<file path="src/rtl/ball_motion_controller_if.sv">
// Ball controller bus: VGA counters, serve and paddle inputs in; ball box,
// score pulses and FSM state out.
interface ball_motion_controller_if;
  logic [9:0] h_count;
  logic [9:0] v_count;
  logic       serve;
  logic [9:0] l_paddle_y;
  logic [9:0] r_paddle_y;
  logic [9:0] ball_h_lower;
  logic [9:0] ball_h_upper;
  logic [9:0] ball_v_lower;
  logic [9:0] ball_v_upper;
  logic       score_left;
  logic       score_right;
  logic [1:0] state;

  // Driver of counters and player inputs (timing block / game logic)
  modport master (
    output h_count, v_count, serve, l_paddle_y, r_paddle_y,
    input  ball_h_lower, ball_h_upper, ball_v_lower, ball_v_upper,
    input  score_left, score_right, state
  );

  // The ball controller itself
  modport slave (
    input  h_count, v_count, serve, l_paddle_y, r_paddle_y,
    output ball_h_lower, ball_h_upper, ball_v_lower, ball_v_upper,
    output score_left, score_right, state
  );
endinterface

</file>
<file path="src/rtl/ball_motion_controller.sv">
// Pong ball controller: steps the ball once per frame, bounces off walls and
// paddles, detects misses and pulses the score of the player who won the point.
module ball_motion_controller #(
  parameter int H_ACTIVE    = 640,
  parameter int V_ACTIVE    = 480,
  parameter int BALL_SIZE   = 8,
  parameter int STEP        = 2,
  parameter int PADDLE_W    = 8,
  parameter int PADDLE_H    = 64,
  parameter int L_PADDLE_X  = 16,
  parameter int R_PADDLE_X  = 616,
  parameter int SERVE_DELAY = 60
) (
  input logic                      clk,
  input logic                      rst_n,
  ball_motion_controller_if.slave  bus
);

  // 11-bit compare constants so that sums of 10-bit coordinates never wrap
  localparam logic [10:0] C_H    = 11'(H_ACTIVE);
  localparam logic [10:0] C_V    = 11'(V_ACTIVE);
  localparam logic [10:0] C_B    = 11'(BALL_SIZE);
  localparam logic [10:0] C_S    = 11'(STEP);
  localparam logic [10:0] C_LF   = 11'(L_PADDLE_X + PADDLE_W);
  localparam logic [10:0] C_RF   = 11'(R_PADDLE_X);
  localparam logic [10:0] C_PH   = 11'(PADDLE_H);

  localparam logic [9:0]  X_CTR  = 10'((H_ACTIVE - BALL_SIZE) / 2);
  localparam logic [9:0]  Y_CTR  = 10'((V_ACTIVE - BALL_SIZE) / 2);
  localparam logic [9:0]  X_LHIT = 10'(L_PADDLE_X + PADDLE_W);
  localparam logic [9:0]  X_RHIT = 10'(R_PADDLE_X - BALL_SIZE);
  localparam logic [9:0]  Y_BOT  = 10'(V_ACTIVE - BALL_SIZE);

  localparam int          CNT_W   = $clog2(SERVE_DELAY + 1);
  localparam logic [CNT_W-1:0] CNT_LAST = CNT_W'(SERVE_DELAY - 1);

  typedef enum logic [1:0] {
    S_IDLE = 2'd0,
    S_WAIT = 2'd1,
    S_MOVE = 2'd2
  } state_t;

  state_t             r_state;
  state_t             w_state_nxt;
  logic [CNT_W-1:0]   r_cnt;
  logic [9:0]         r_x;
  logic [9:0]         r_y;
  logic               r_dx_pos;
  logic               r_dy_pos;
  logic               r_score_left;
  logic               r_score_right;
  logic               r_frame_cond_d;

  logic               w_frame_cond;
  logic               w_frame_tick;
  logic [10:0]        w_x11;
  logic [10:0]        w_y11;
  logic [10:0]        w_lp11;
  logic [10:0]        w_rp11;
  logic               w_l_ov;
  logic               w_r_ov;
  logic [9:0]         w_x_nxt;
  logic [9:0]         w_y_nxt;
  logic               w_dx_nxt;
  logic               w_dy_nxt;
  logic               w_miss_l;
  logic               w_miss_r;
  logic               w_move;
  logic               w_miss;
  logic               w_cnt_clr;
  logic               w_cnt_inc;

  // Frame tick: rising edge of the first blanking position, however long it holds
  assign w_frame_cond = (bus.v_count == 10'(V_ACTIVE)) && (bus.h_count == 10'd0);
  assign w_frame_tick = w_frame_cond & ~r_frame_cond_d;

  // Delay register for the frame-tick edge detector
  always_ff @(posedge clk or negedge rst_n) begin
    if (!rst_n) r_frame_cond_d <= 1'b0;
    else        r_frame_cond_d <= w_frame_cond;
  end

  assign w_x11  = {1'b0, r_x};
  assign w_y11  = {1'b0, r_y};
  assign w_lp11 = {1'b0, bus.l_paddle_y};
  assign w_rp11 = {1'b0, bus.r_paddle_y};
  assign w_l_ov = (w_y11 + C_B > w_lp11) && (w_y11 < w_lp11 + C_PH);
  assign w_r_ov = (w_y11 + C_B > w_rp11) && (w_y11 < w_rp11 + C_PH);

  // Horizontal rule: paddle face bounce, miss past the edge, or plain step
  always_comb begin
    w_x_nxt  = r_x;
    w_dx_nxt = r_dx_pos;
    w_miss_l = 1'b0;
    w_miss_r = 1'b0;
    if (!r_dx_pos) begin
      if ((w_x11 >= C_LF) && (w_x11 - C_S < C_LF) && w_l_ov) begin
        w_x_nxt  = X_LHIT;
        w_dx_nxt = 1'b1;
      end else if (w_x11 < C_S) begin
        w_miss_l = 1'b1;
      end else begin
        w_x_nxt  = 10'(w_x11 - C_S);
      end
    end else begin
      if ((w_x11 + C_B <= C_RF) && (w_x11 + C_S + C_B > C_RF) && w_r_ov) begin
        w_x_nxt  = X_RHIT;
        w_dx_nxt = 1'b0;
      end else if (w_x11 + C_S + C_B > C_H) begin
        w_miss_r = 1'b1;
      end else begin
        w_x_nxt  = 10'(w_x11 + C_S);
      end
    end
  end

  // Vertical rule: clamp to the wall and reverse, otherwise plain step
  always_comb begin
    w_y_nxt  = r_y;
    w_dy_nxt = r_dy_pos;
    if (!r_dy_pos) begin
      if (w_y11 < C_S) begin
        w_y_nxt  = 10'd0;
        w_dy_nxt = 1'b1;
      end else begin
        w_y_nxt  = 10'(w_y11 - C_S);
      end
    end else begin
      if (w_y11 + C_S + C_B > C_V) begin
        w_y_nxt  = Y_BOT;
        w_dy_nxt = 1'b0;
      end else begin
        w_y_nxt  = 10'(w_y11 + C_S);
      end
    end
  end

  // FSM state register, advanced only on frame ticks
  always_ff @(posedge clk or negedge rst_n) begin
    if (!rst_n)            r_state <= S_IDLE;
    else if (w_frame_tick) r_state <= w_state_nxt;
  end

  // FSM next state: serve starts the delay, delay expiry starts play, a miss re-serves
  always_comb begin
    w_state_nxt = r_state;
    unique case (r_state)
      S_IDLE:  if (bus.serve)              w_state_nxt = S_WAIT;
      S_WAIT:  if (r_cnt == CNT_LAST)      w_state_nxt = S_MOVE;
      S_MOVE:  if (w_miss_l || w_miss_r)   w_state_nxt = S_WAIT;
      default:                             w_state_nxt = S_IDLE;
    endcase
  end

  // FSM outputs: per-tick enables for the serve counter and ball datapath
  always_comb begin
    w_move    = w_frame_tick && (r_state == S_MOVE);
    w_miss    = w_move && (w_miss_l || w_miss_r);
    w_cnt_inc = w_frame_tick && (r_state == S_WAIT);
    w_cnt_clr = w_frame_tick && (w_state_nxt == S_WAIT) && (r_state != S_WAIT);
  end

  // Serve-delay counter, restarted on every entry to SERVE_WAIT
  always_ff @(posedge clk or negedge rst_n) begin
    if (!rst_n)         r_cnt <= '0;
    else if (w_cnt_clr) r_cnt <= '0;
    else if (w_cnt_inc) r_cnt <= r_cnt + 1'b1;
  end

  // Ball position and direction; a miss recentres with dx kept toward the loser
  always_ff @(posedge clk or negedge rst_n) begin
    if (!rst_n) begin
      r_x      <= X_CTR;
      r_y      <= Y_CTR;
      r_dx_pos <= 1'b1;
      r_dy_pos <= 1'b1;
    end else if (w_move) begin
      r_x      <= w_miss ? X_CTR : w_x_nxt;
      r_y      <= w_miss ? Y_CTR : w_y_nxt;
      r_dx_pos <= w_dx_nxt;
      r_dy_pos <= w_dy_nxt;
    end
  end

  // Score pulses, high for the single clock after the missing tick
  always_ff @(posedge clk or negedge rst_n) begin
    if (!rst_n) begin
      r_score_left  <= 1'b0;
      r_score_right <= 1'b0;
    end else begin
      r_score_left  <= w_move && w_miss_r;
      r_score_right <= w_move && w_miss_l;
    end
  end

  assign bus.ball_h_lower = r_x;
  assign bus.ball_h_upper = 10'(w_x11 + C_B);
  assign bus.ball_v_lower = r_y;
  assign bus.ball_v_upper = 10'(w_y11 + C_B);
  assign bus.score_left   = r_score_left;
  assign bus.score_right  = r_score_right;
  assign bus.state        = r_state;

endmodule

</file>
<file path="src/flat_wrapper.sv">
// flat-port wrapper written by rule: the top's interface ports become plain ports
module ball_motion_controller_flat 
#(
  parameter int H_ACTIVE    = 640,
  parameter int V_ACTIVE    = 480,
  parameter int BALL_SIZE   = 8,
  parameter int STEP        = 2,
  parameter int PADDLE_W    = 8,
  parameter int PADDLE_H    = 64,
  parameter int L_PADDLE_X  = 16,
  parameter int R_PADDLE_X  = 616,
  parameter int SERVE_DELAY = 60
)
  (clk, rst_n, bus_h_count, bus_v_count, bus_serve, bus_l_paddle_y, bus_r_paddle_y, bus_ball_h_lower, bus_ball_h_upper, bus_ball_v_lower, bus_ball_v_upper, bus_score_left, bus_score_right, bus_state);
  ball_motion_controller_if bus_i ();
  input logic clk;
  input logic rst_n;
  input wire logic [$bits(bus_i.h_count)-1:0] bus_h_count;
  input wire logic [$bits(bus_i.v_count)-1:0] bus_v_count;
  input wire logic [$bits(bus_i.serve)-1:0] bus_serve;
  input wire logic [$bits(bus_i.l_paddle_y)-1:0] bus_l_paddle_y;
  input wire logic [$bits(bus_i.r_paddle_y)-1:0] bus_r_paddle_y;
  output wire logic [$bits(bus_i.ball_h_lower)-1:0] bus_ball_h_lower;
  output wire logic [$bits(bus_i.ball_h_upper)-1:0] bus_ball_h_upper;
  output wire logic [$bits(bus_i.ball_v_lower)-1:0] bus_ball_v_lower;
  output wire logic [$bits(bus_i.ball_v_upper)-1:0] bus_ball_v_upper;
  output wire logic [$bits(bus_i.score_left)-1:0] bus_score_left;
  output wire logic [$bits(bus_i.score_right)-1:0] bus_score_right;
  output wire logic [$bits(bus_i.state)-1:0] bus_state;
  assign bus_i.h_count = bus_h_count;
  assign bus_i.v_count = bus_v_count;
  assign bus_i.serve = bus_serve;
  assign bus_i.l_paddle_y = bus_l_paddle_y;
  assign bus_i.r_paddle_y = bus_r_paddle_y;
  assign bus_ball_h_lower = bus_i.ball_h_lower;
  assign bus_ball_h_upper = bus_i.ball_h_upper;
  assign bus_ball_v_lower = bus_i.ball_v_lower;
  assign bus_ball_v_upper = bus_i.ball_v_upper;
  assign bus_score_left = bus_i.score_left;
  assign bus_score_right = bus_i.score_right;
  assign bus_state = bus_i.state;
  ball_motion_controller #(.H_ACTIVE(H_ACTIVE), .V_ACTIVE(V_ACTIVE), .BALL_SIZE(BALL_SIZE), .STEP(STEP), .PADDLE_W(PADDLE_W), .PADDLE_H(PADDLE_H), .L_PADDLE_X(L_PADDLE_X), .R_PADDLE_X(R_PADDLE_X), .SERVE_DELAY(SERVE_DELAY)) u_core (.clk(clk), .rst_n(rst_n), .bus(bus_i));
endmodule
</file>
<file path="config.mk">
export PLATFORM = sky130hd
export DESIGN_NAME = ball_motion_controller_flat
export DESIGN_NICKNAME = d
export VERILOG_FILES = /design/src/rtl/ball_motion_controller_if.sv /design/src/rtl/ball_motion_controller.sv /design/src/flat_wrapper.sv
export SDC_FILE = /design/constraint.sdc
export NUM_CORES = 1
export LEC_CHECK = 0
export ABC_AREA = 1
export CAP_MARGIN = 40
export CELL_PAD_IN_SITES_DETAIL_PLACEMENT = 1
export CELL_PAD_IN_SITES_GLOBAL_PLACEMENT = 1
export CORE_UTILIZATION = 33
export DETAILED_ROUTE_END_ITERATION = 6
export GPL_TIMING_DRIVEN = 0
export PLACE_DENSITY_LB_ADDON = 0.1
export SLEW_MARGIN = 20
export SYNTH_ARGS = -nofsm -noshare
export SYNTH_HDL_FRONTEND = slang
export SYNTH_SLANG_ARGS = --single-unit
</file>
<file path="constraint.sdc">
create_clock -name clk -period 2.7 [get_ports clk]
set_input_delay 0.27 -clock clk [delete_from_list [all_inputs] [get_ports clk]]
set_output_delay 0.27 -clock clk [all_outputs]
set_load 0.05 [all_outputs]
</file>
==> flow_summary.json <==
{
  "final_common_cell": "nand2_1",
  "grt.total_usage": 0.230,
  "ys_async_sr_fraction": 1.00,
  "core_area_sq_um": 12100,
  "cts_buffers": 5,
  "grt_start_max_net_pins": 32,
  "area_delta_synth_final_pct": 48.5,
  "syn_area_sq_um": 4090,
  "worstMarginPinSlew_ns": 0.693,
  "portBuffers": 82,
  "drv_cap": 0,
  "status": "complete, but fails checks",
  "final_util": 0.504,
  "cp_slowest_cell": "dfstp_4",
  "combPwrFrac": 0.160,
  "ys.flop_type": "dfrtp_1",
  "ys_seq_area_frac": 0.193,
  "fin_ws_ns": -0.311,
  "hold_viol": 0,
  "cp_slowest_stage_delay_ns": 0.66,
  "final_antenna_net_count": 0,
  "drc_errors": 0,
  "wl_per_cell_microns": 15.8,
  "synthCells": 621,
  "final_cell_mix": "126 x nand2_1, 91 x inv_1, 76 x clkdlybuf4s50_1",
  "cts.sinks": 31,
  "syn_avg_cell_area_sq_um": 6.59,
  "hold_class": "input port to asynchronous set/reset pin",
  "antenna_found_initial": 0,
  "min_period_ns": 3.01,
  "intPower_w": 0.00103,
  "drv_slew": 0,
  "detailedRoute.firstPassIterationCount": 5,
  "ys_ff_latch": 31,
  "initial_core_util": 0.339,
  "synth_warnings": 0,
  "root_buffer": "clkbuf_16",
  "setup_viol": 27,
  "max_freq_mhz": 332,
  "whs_ns": 0.0397,
  "hold_buffers": 0,
  "fin_skew_ns": 0.00330,
  "min_period_over_period": 1.12,
  "clock_latency_ns": 0.27,
  "slew_headroom": 0.538,
  "cpMostUsedCell": "nand2_2",
  "layout-drive-gt1-share": 0.238,
  "viasPerCell": 4.93,
  "rsz0062_at_grt": "true",
  "crit_chain": "clkinvlp_4 > ha_4 > ha_4 > nand4_1 > nor4_2 > nand4_1 > nand2_2 > nor2_2 > nand3_2 > nand2_4 > nand2_4 > nand2_2 > nand2_2 > nand2_2 > nor2_4 > nor2_2",
  "first_iter_violations": 189,
  "crit_required_ns": 2.86,
  "placed_cells": 874,
  "cp_top_family": "simple AND/OR/NAND/NOR gates",
  "fp.dieW_microns": 113,
  "ios": 87,
  "synth_edf_count": 0,
  "ys_types": 47,
  "htreeDepth": 2,
  "num_rows": 40,
  "crit_fanout": 6,
  "arrival_ns": 3.17,
  "vias": 4563,
  "vdd_drop_max_mv": 0.258,
  "fillers": 1533,
  "hpwl_microns": 11000,
  "p_total_w": 0.00133,
  "leakagePower_nw": 2.94,
  "switchingPower_w": 0.000303,
  "crit_type": "register to register",
  "cts_buffer_depth": 2,
  "nets": 847,
  "grt_first_pass_wirelength_microns": 23500,
  "critPathBufInv": 1,
  "place_congestion": 0.849,
  "die-area_sq_um": 12800,
  "clkPwrFrac": 0.490,
  "power.share.switching": 0.228,
  "failed_checks": "negative setup slack",
  "cp-end-kind": "register",
  "powerDensity_nw_per_um2": 219,
  "grt_pass1_vias": 4839,
  "clk_pin_slew_worst_paths_ns": 0.05,
  "grt.overflow.total": 0,
  "startpoint_type": "register",
  "routed_wirelength_microns": 14600,
  "fin_cells": 925,
  "seq_power_share": 0.349,
  "cts_tree": "done",
  "n_antenna_cell": 0,
  "die_height_microns": 113
}
## stage by stage
stage | TNS [ns] | worst slack, ns | cell area [sq um]
5_1_grt | -12.60 | -0.529 | 6080
2_1_floorplan | -9.10 | -0.440 | 4310
4_1_cts | -5.47 | -0.305 | 5770
3_3_place_gp | -12.67 | -0.581 | 5340
6_report | -6.82 | -0.311 | 6080
3_5_place_dp | -13.60 | -0.615 | 5340
## worst reg2reg max path: cells and delay by family, from the launching register on
kind | cells | cell delay [ns]
simple gates | 13 | 1.48
flops | 1 | 0.66
fa+ha+maj | 2 | 0.58
buf+inv | 1 | 0.17
## registers in the layout (all words and copies together) (netlist names)
signal	flops
u_core.bus.ball_h_lower	9
u_core.bus.score_left	1
u_core.r_cnt	6
u_core.bus.state	2
u_core.bus.score_right	1
u_core.r_dy_pos	1
u_core.r_frame_cond_d	1
u_core.bus.ball_v_lower	9
u_core.r_dx_pos	1
## Yosys cell counts, drive strengths merged, types with 5 or more instances
cell type  instances  share of area
nand2            150           0.15
inv              107           0.10
nor2              67          0.072
ha                48           0.15
nand3             41          0.058
o21ai             36          0.044
a21oi             30          0.037
xor2              27          0.058
dfrtp             19           0.12
buf               16          0.030
dfstp             12          0.077
nand4             12          0.018
nor3              11          0.016
o22ai              8          0.012
nor4               7          0.012
xnor2              5          0.011
## cell type report
| class | count | area (sq um) | share of cell area |
|---|---|---|---|
| inverters | 107 | 417 | 0.0686 |
| well taps | 168 | 210 | 0.0346 |
| clock buffers | 6 | 139 | 0.0229 |
| multi-input cells | 470 | 3180 | 0.523 |
| repair buffers | 124 | 1160 | 0.190 |
| flip-flops and latches | 31 | 803 | 0.132 |
| plain buffers | 17 | 136 | 0.0224 |
| clock inverters | 2 | 35.0 | 0.00577 |
## final timing paths
check                                                        from                                      to  slack, ns  depth (start not counted)
max reg2reg                u_core.bus.ball_v_lower[3]$_DFFE_PN1P_             u_core.r_cnt[2]$_DFFE_PN0P_      -0.31                         16
min                                                         rst_n             u_core.r_cnt[1]$_DFFE_PN0P_       0.04                          1
min reg2reg                           u_core.r_cnt[4]$_DFFE_PN0P_             u_core.r_cnt[4]$_DFFE_PN0P_       0.58                          2
max                        u_core.bus.ball_v_lower[3]$_DFFE_PN1P_             u_core.r_cnt[2]$_DFFE_PN0P_      -0.31                         16
min in group clk                      u_core.r_cnt[4]$_DFFE_PN0P_             u_core.r_cnt[4]$_DFFE_PN0P_       0.58                          2
max in group asynchronous                                   rst_n  u_core.bus.ball_h_lower[1]$_DFFE_PN0P_       2.17                          1
## power groups by stage
stage               combinational, W  sequential (W)  clock [W]
detailed placement          0.000201        0.000473          0
CTS                         0.000206        0.000466   0.000668
global placement            0.000193        0.000473          0
floorplan                  0.0000993        0.000473          0
global route                0.000243        0.000466   0.000688
finish                      0.000214        0.000466   0.000654
## cell families after synthesis
family | Yosys count | share of synthesized area
flops | 31 | 0.193
buf+inv | 124 | 0.131
mux | 1 | 0.00245
simple gates | 293 | 0.332
xor+xnor | 32 | 0.0685
fa+ha+maj | 48 | 0.147
compound gates | 91 | 0.125
other cells | 1 | 0.000917
## routing by layer
layer / up-vias / wire, microns / global-route usage / share of wire
met1: 2199 / 6750 / 0.302 / 0.46
li1: 2268 / - / - / -
met3: 23 / 334 / 0.0252 / 0.023
met2: 73 / 7330 / 0.401 / 0.50
met4: 0 / 240 / 0.0623 / 0.016
met5: - / 0 / 0 / 0
## timing repair
| item | 4_1_cts | 5_1_grt |
|---|---|---|
| setup buffers | 23 | 19 |
| setup endpoints to repair | 33 | 30 |
| resized for setup | 25 | 45 |
| gates cloned | 0 | 1 |
| pin swaps | 17 | 25 |
Note: power is estimated with default switching activity, not from simulation.
